--- config.mk ---
export PLATFORM = sky130hd
export DESIGN_NAME = fp_rsp_collector
export DESIGN_NICKNAME = d
export VERILOG_FILES = /design/src/rtl/fp_rsp_collector.sv
export SDC_FILE = /design/constraint.sdc
export NUM_CORES = 1
export LEC_CHECK = 0
export BUFFER_PORTS_ARGS = -buffer_cell sky130_fd_sc_hd__buf_4
export CAP_MARGIN = 15
export CORE_MARGIN = 2
export CORE_UTILIZATION = 60
export DETAILED_ROUTE_END_ITERATION = 8
export PLACE_DENSITY_LB_ADDON = 0.25
export SETUP_SLACK_MARGIN = 0.3
export SLEW_MARGIN = 40
export SYNTH_ARGS = -nofsm -noshare
export SYNTH_HDL_FRONTEND = slang
export SYNTH_SLANG_ARGS = --single-unit
--- constraint.sdc ---
create_clock -name clk -period 4.55 [get_ports clk]
set_input_delay 0.6825 -clock clk [delete_from_list [all_inputs] [get_ports clk]]
set_output_delay 0.6825 -clock clk [all_outputs]
set_load 0.1 [all_outputs]
--- src/rtl/fp_rsp_collector.sv ---
// Merges FP-core responses through per-input 2-entry skid FIFOs into one registered, round-robin writeback port.
// Latency: push at edge T is visible on valid_out after edge T+1. Backpressure: ready_in depends only on FIFO fill.
module fp_rsp_collector #(
    parameter int NUM_REQS = 2,
    parameter int LANES    = 1,
    parameter int TAGW     = 1,
    localparam int DW      = LANES * 32,
    localparam int SELW    = (NUM_REQS > 1) ? $clog2(NUM_REQS) : 1
) (
    input  logic                     clk,
    input  logic                     reset,
    input  logic [NUM_REQS-1:0]      valid_in,
    output logic [NUM_REQS-1:0]      ready_in,
    input  logic [NUM_REQS*TAGW-1:0] tag_in,
    input  logic [NUM_REQS*DW-1:0]   data_in,
    output logic                     valid_out,
    input  logic                     ready_out,
    output logic [TAGW-1:0]          tag_out,
    output logic [DW-1:0]            data_out,
    output logic [SELW-1:0]          sel_out
);

    logic [DW-1:0]       dmem [NUM_REQS][2];
    logic [TAGW-1:0]     tmem [NUM_REQS][2];
    logic [NUM_REQS-1:0] rd_ptr;
    logic [NUM_REQS-1:0] wr_ptr;
    logic [1:0]          cnt [NUM_REQS];
    logic [SELW-1:0]     rr_ptr;
    logic [SELW-1:0]     gnt_idx;
    logic                gnt_vld;
    logic                load;
    logic [NUM_REQS-1:0] push;
    logic [NUM_REQS-1:0] pop;
    logic [DW-1:0]       head_dat;
    logic [TAGW-1:0]     head_tag;

    assign load = ~valid_out | ready_out;
    assign push = valid_in & ready_in;

    // Ready comes from the fill counts only, so ready_out never reaches ready_in combinationally.
    always_comb begin
        ready_in = '0;
        for (int i = 0; i < NUM_REQS; i++) begin
            ready_in[i] = (cnt[i] != 2'd2) & ~reset;
        end
    end

    always_comb begin
        int idx;
        gnt_vld = 1'b0;
        gnt_idx = '0;
        idx     = 0;
        for (int k = 0; k < NUM_REQS; k++) begin
            idx = int'(rr_ptr) + k;
            if (idx >= NUM_REQS) begin
                idx = idx - NUM_REQS;
            end
            if (!gnt_vld && cnt[idx] != 2'd0) begin
                gnt_vld = 1'b1;
                gnt_idx = SELW'(idx);
            end
        end
    end

    always_comb begin
        head_dat = '0;
        head_tag = '0;
        pop      = '0;
        for (int i = 0; i < NUM_REQS; i++) begin
            if (gnt_idx == SELW'(i)) begin
                head_dat = dmem[i][rd_ptr[i]];
                head_tag = tmem[i][rd_ptr[i]];
                pop[i]   = load & gnt_vld;
            end
        end
    end

    always_ff @(posedge clk) begin
        for (int i = 0; i < NUM_REQS; i++) begin
            if (push[i]) begin
                dmem[i][wr_ptr[i]] <= data_in[i*DW +: DW];
                tmem[i][wr_ptr[i]] <= tag_in[i*TAGW +: TAGW];
            end
        end
    end

    always_ff @(posedge clk) begin
        if (reset) begin
            rd_ptr <= '0;
            wr_ptr <= '0;
            for (int i = 0; i < NUM_REQS; i++) begin
                cnt[i] <= 2'd0;
            end
        end else begin
            for (int i = 0; i < NUM_REQS; i++) begin
                if (push[i]) begin
                    wr_ptr[i] <= ~wr_ptr[i];
                end
                if (pop[i]) begin
                    rd_ptr[i] <= ~rd_ptr[i];
                end
                case ({push[i], pop[i]})
                    2'b10:   cnt[i] <= cnt[i] + 2'd1;
                    2'b01:   cnt[i] <= cnt[i] - 2'd1;
                    default: cnt[i] <= cnt[i];
                endcase
            end
        end
    end

    // A load with nothing granted only clears valid; stale payload stays put.
    always_ff @(posedge clk) begin
        if (reset) begin
            valid_out <= 1'b0;
            tag_out   <= '0;
            data_out  <= '0;
            sel_out   <= '0;
            rr_ptr    <= '0;
        end else if (load) begin
            valid_out <= gnt_vld;
            if (gnt_vld) begin
                data_out <= head_dat;
                tag_out  <= head_tag;
                sel_out  <= gnt_idx;
                rr_ptr   <= (gnt_idx == SELW'(NUM_REQS - 1)) ? '0 : gnt_idx + SELW'(1);
            end
        end
    end

endmodule
==> results.ini <==
[routing]
avgViaCountPerCell = 5.79
drc = 0
routedWlPerCell_um = 20.0
postRouteAntennaNets = 0
vias = 3852
drt-initial-drc-count = 303
first_pass_iters = 5
routed_wl_um = 13300

[setup_path]
cpLargestDelayFamily = simple AND/OR/NAND/NOR gates
crit_required_ns = 4.82
crit_chain = nor2_1 > or4b_1 > and2_1 > buf_4 > nand2_2 > inv_2 > ha_1 > o41ai_1 > nor2_1
cpPeakStageDelay_ns = 0.54
worst-path-buf-inv = 2
path_common_cell = nor2_1
cp_slowest_cell = o41ai_1
cp-end-kind = flip-flop
crit_arrival_ns = 3.16
crit_type = flip-flop to flip-flop
cp-start-kind = flip-flop
crit_fanout = 34

[synthesis]
synth_cell_types = 36
yosysSeqAreaShare_pct = 73.6
synth_area_per_cell_um2 = 16.6
ys_ff_latch = 177
syn-num-nets = 478
yosysWarnings = 0
synth_cells = 402
syn_area_um2 = 6660

[worst_hold_path]
hold_class = primary input to flip-flop

[timing]
slew_headroom_pct = 58.8
setup_viol = 0
worst_pin_slew_ns = 0.617
rsz0062_at_grt = no
hold_viol_final = 0
fin_crit_ns = 2.90
maxSlewViolCount = 0
max_freq_mhz = 345
finalSetupTns_ns = 0
post-route-period-util_pct = 63.7
fin_worst_skew_ns = 0.00955

[cells_and_area]
drive_gt1_share_pct = 36.0
antenna_cells = 0
areaGrowthSynthToFinish_pct = 24.0
fillCellCount = 667
fin_nets = 588

[global_routing]
grt_pass1_wl_um = 20300
grt_max_degree = 37
overflow = 0
antenna_found_initial = 0
grt_pass1_vias = 4013
grt_usage_pct = 23.6

[power]
ir_worst_vdd_mv = 0.646
power.leakage_uw = 0.00302
total_power_uw = 5660
power_density_nw_per_um2 = 686

[floorplan]
dieArea_um2 = 12000
start_util_pct = 61.5
placementRows = 38
die_w_um = 109
die_h_um = 109
ios = 108
core_um2 = 10800

[cts]
cts_setup_buffers = 0
cts_tree = yes
clock_sinks = 177
insertion_delay_ns = 0.53
cts_htree_levels = 4
cts_resized = 0
clockBufferDepth = 2
clockRootBuffer = clkbuf_8
clkTransAtPathRegs_ns = 0.07
ctsHoldBuffers = 0
numCtsBuffers = 17

[place]
post-dp-hpwl_um = 8470
io_buffers = 107
globalplace.congestion = 0.758

[run]
max_cap_viol_count = 0

[run_status]
status = finished, final reports clean

[where the power goes]
group | leakage, uW | switching (uW) | internal (uW)
sequential | 0.00159 | 221 | 1990
clock | 0.000290 | 585 | 859
combinational | 0.00114 | 1360 | 644
[synthesized netlist by cell type]
cell | count | area share, %
a211oi_1 | 2 | 0.23
o21ai_0 | 4 | 0.30
clkbuf_1 | 7 | 0.39
or3_1 | 2 | 0.19
buf_1 | 1 | 0.056
nand3_1 | 1 | 0.075
xnor2_1 | 3 | 0.39
a211o_1 | 1 | 0.13
buf_4 | 4 | 0.45
o211ai_1 | 1 | 0.11
xor2_1 | 2 | 0.26
or4b_4 | 1 | 0.21
nand2b_1 | 1 | 0.094
mux2_2 | 32 | 5.4
inv_1 | 7 | 0.39
o32ai_1 | 1 | 0.13
nor2_1 | 16 | 0.90
nand2_2 | 1 | 0.094
a21oi_1 | 4 | 0.30
dfxtp_1 | 41 | 12
o21a_1 | 1 | 0.11
nor3_1 | 34 | 2.6
mux2i_1 | 32 | 4.8
o41ai_1 | 2 | 0.26
ha_1 | 5 | 0.94
inv_2 | 1 | 0.056
nand2_1 | 8 | 0.45
and2_1 | 1 | 0.094
and3_1 | 2 | 0.19
buf_2 | 4 | 0.30
a221o_1 | 32 | 4.8
edfxtp_1 | 136 | 61
buf_6 | 7 | 1.2
nor2b_1 | 3 | 0.28
nor2_2 | 1 | 0.094
or4b_1 | 1 | 0.15
[layout make-up]
cell class | count | area [um2] | share of cell area [%]
tap | 140 | 175 | 2.12
clock buffer | 22 | 483 | 5.85
sequential | 177 | 4910 | 59.5
clock inverter | 10 | 123 | 1.48
multi-input combinational | 194 | 1610 | 19.5
inverter | 8 | 30.0 | 0.363
timing repair buffer | 114 | 931 | 11.3
[routing by layer]
layer	up-vias	GRT usage (%)	wire length [um]
met3	16	7.41	972
met4	0	9.76	184
li1	1798	-	-
met1	1903	28.5	5290
met2	135	39.3	6870
met5	-	0	0
[path summary, 6_finish.rpt]
kind | start | endpoint | slack, ns | cells after the start
setup / recovery | cnt[0][0] | cnt[0][1] | 1.65 | 9
hold / removal | data_in[53] | dmem[0][85] | 0.33 | 1
setup reg to reg | cnt[0][0] | cnt[0][1] | 1.65 | 9
hold reg to reg | data_out[22] | data_out[22] | 0.49 | 1
[per-stage QoR]
step	worst slack [ns]	util (%)	hold slack, ns	std cells	cell area, um2
2_1_floorplan	0.593	-	0.480	402	6670
3_3_place_gp	1.78	69.5	0.469	628	7530
3_5_place_dp	1.69	70.6	0.480	633	7650
4_1_cts	1.66	76.2	0.302	665	8260
5_1_grt	1.45	76.2	0.305	665	8260
6_report	1.65	76.2	0.334	665	8260
[cells in the final DEF (no fill, tap or decap), types with 3 or more instances in the layout]
master	count
dfxtp_1	39
a221o_1	32
clkbuf_16	16
nor3_1	34
xnor2_1	3
clkinvlp_4	3
a21oi_1	4
mux2_2	32
nor2b_1	3
nor2_4	4
edfxtp_1	136
mux2i_1	32
nor2_1	13
clkbuf_8	6
buf_16	3
ha_1	5
nand2_1	8
buf_4	109
o21ai_0	4
inv_1	7
[kinds of logic after synthesis]
group	share of synthesized area (%)
simple gates	5.37
mux	10.2
fa+ha+maj	0.939
flops	73.6
compound gates	6.38
xor+xnor	0.657
buf+inv	2.84
[flip-flops by register name (all words and copies together) (netlist names), named ones only]
| register | count |
|---|---|
| rd_ptr | 2 |
| data_out | 32 |
| tag_out | 1 |
| tmem | 4 |
| valid_out | 1 |
| wr_ptr | 2 |
| rr_ptr | 1 |
| sel_out | 1 |
| dmem | 128 |
| cnt | 4 |
No activity file was read; power rests on OpenSTA's default activity.
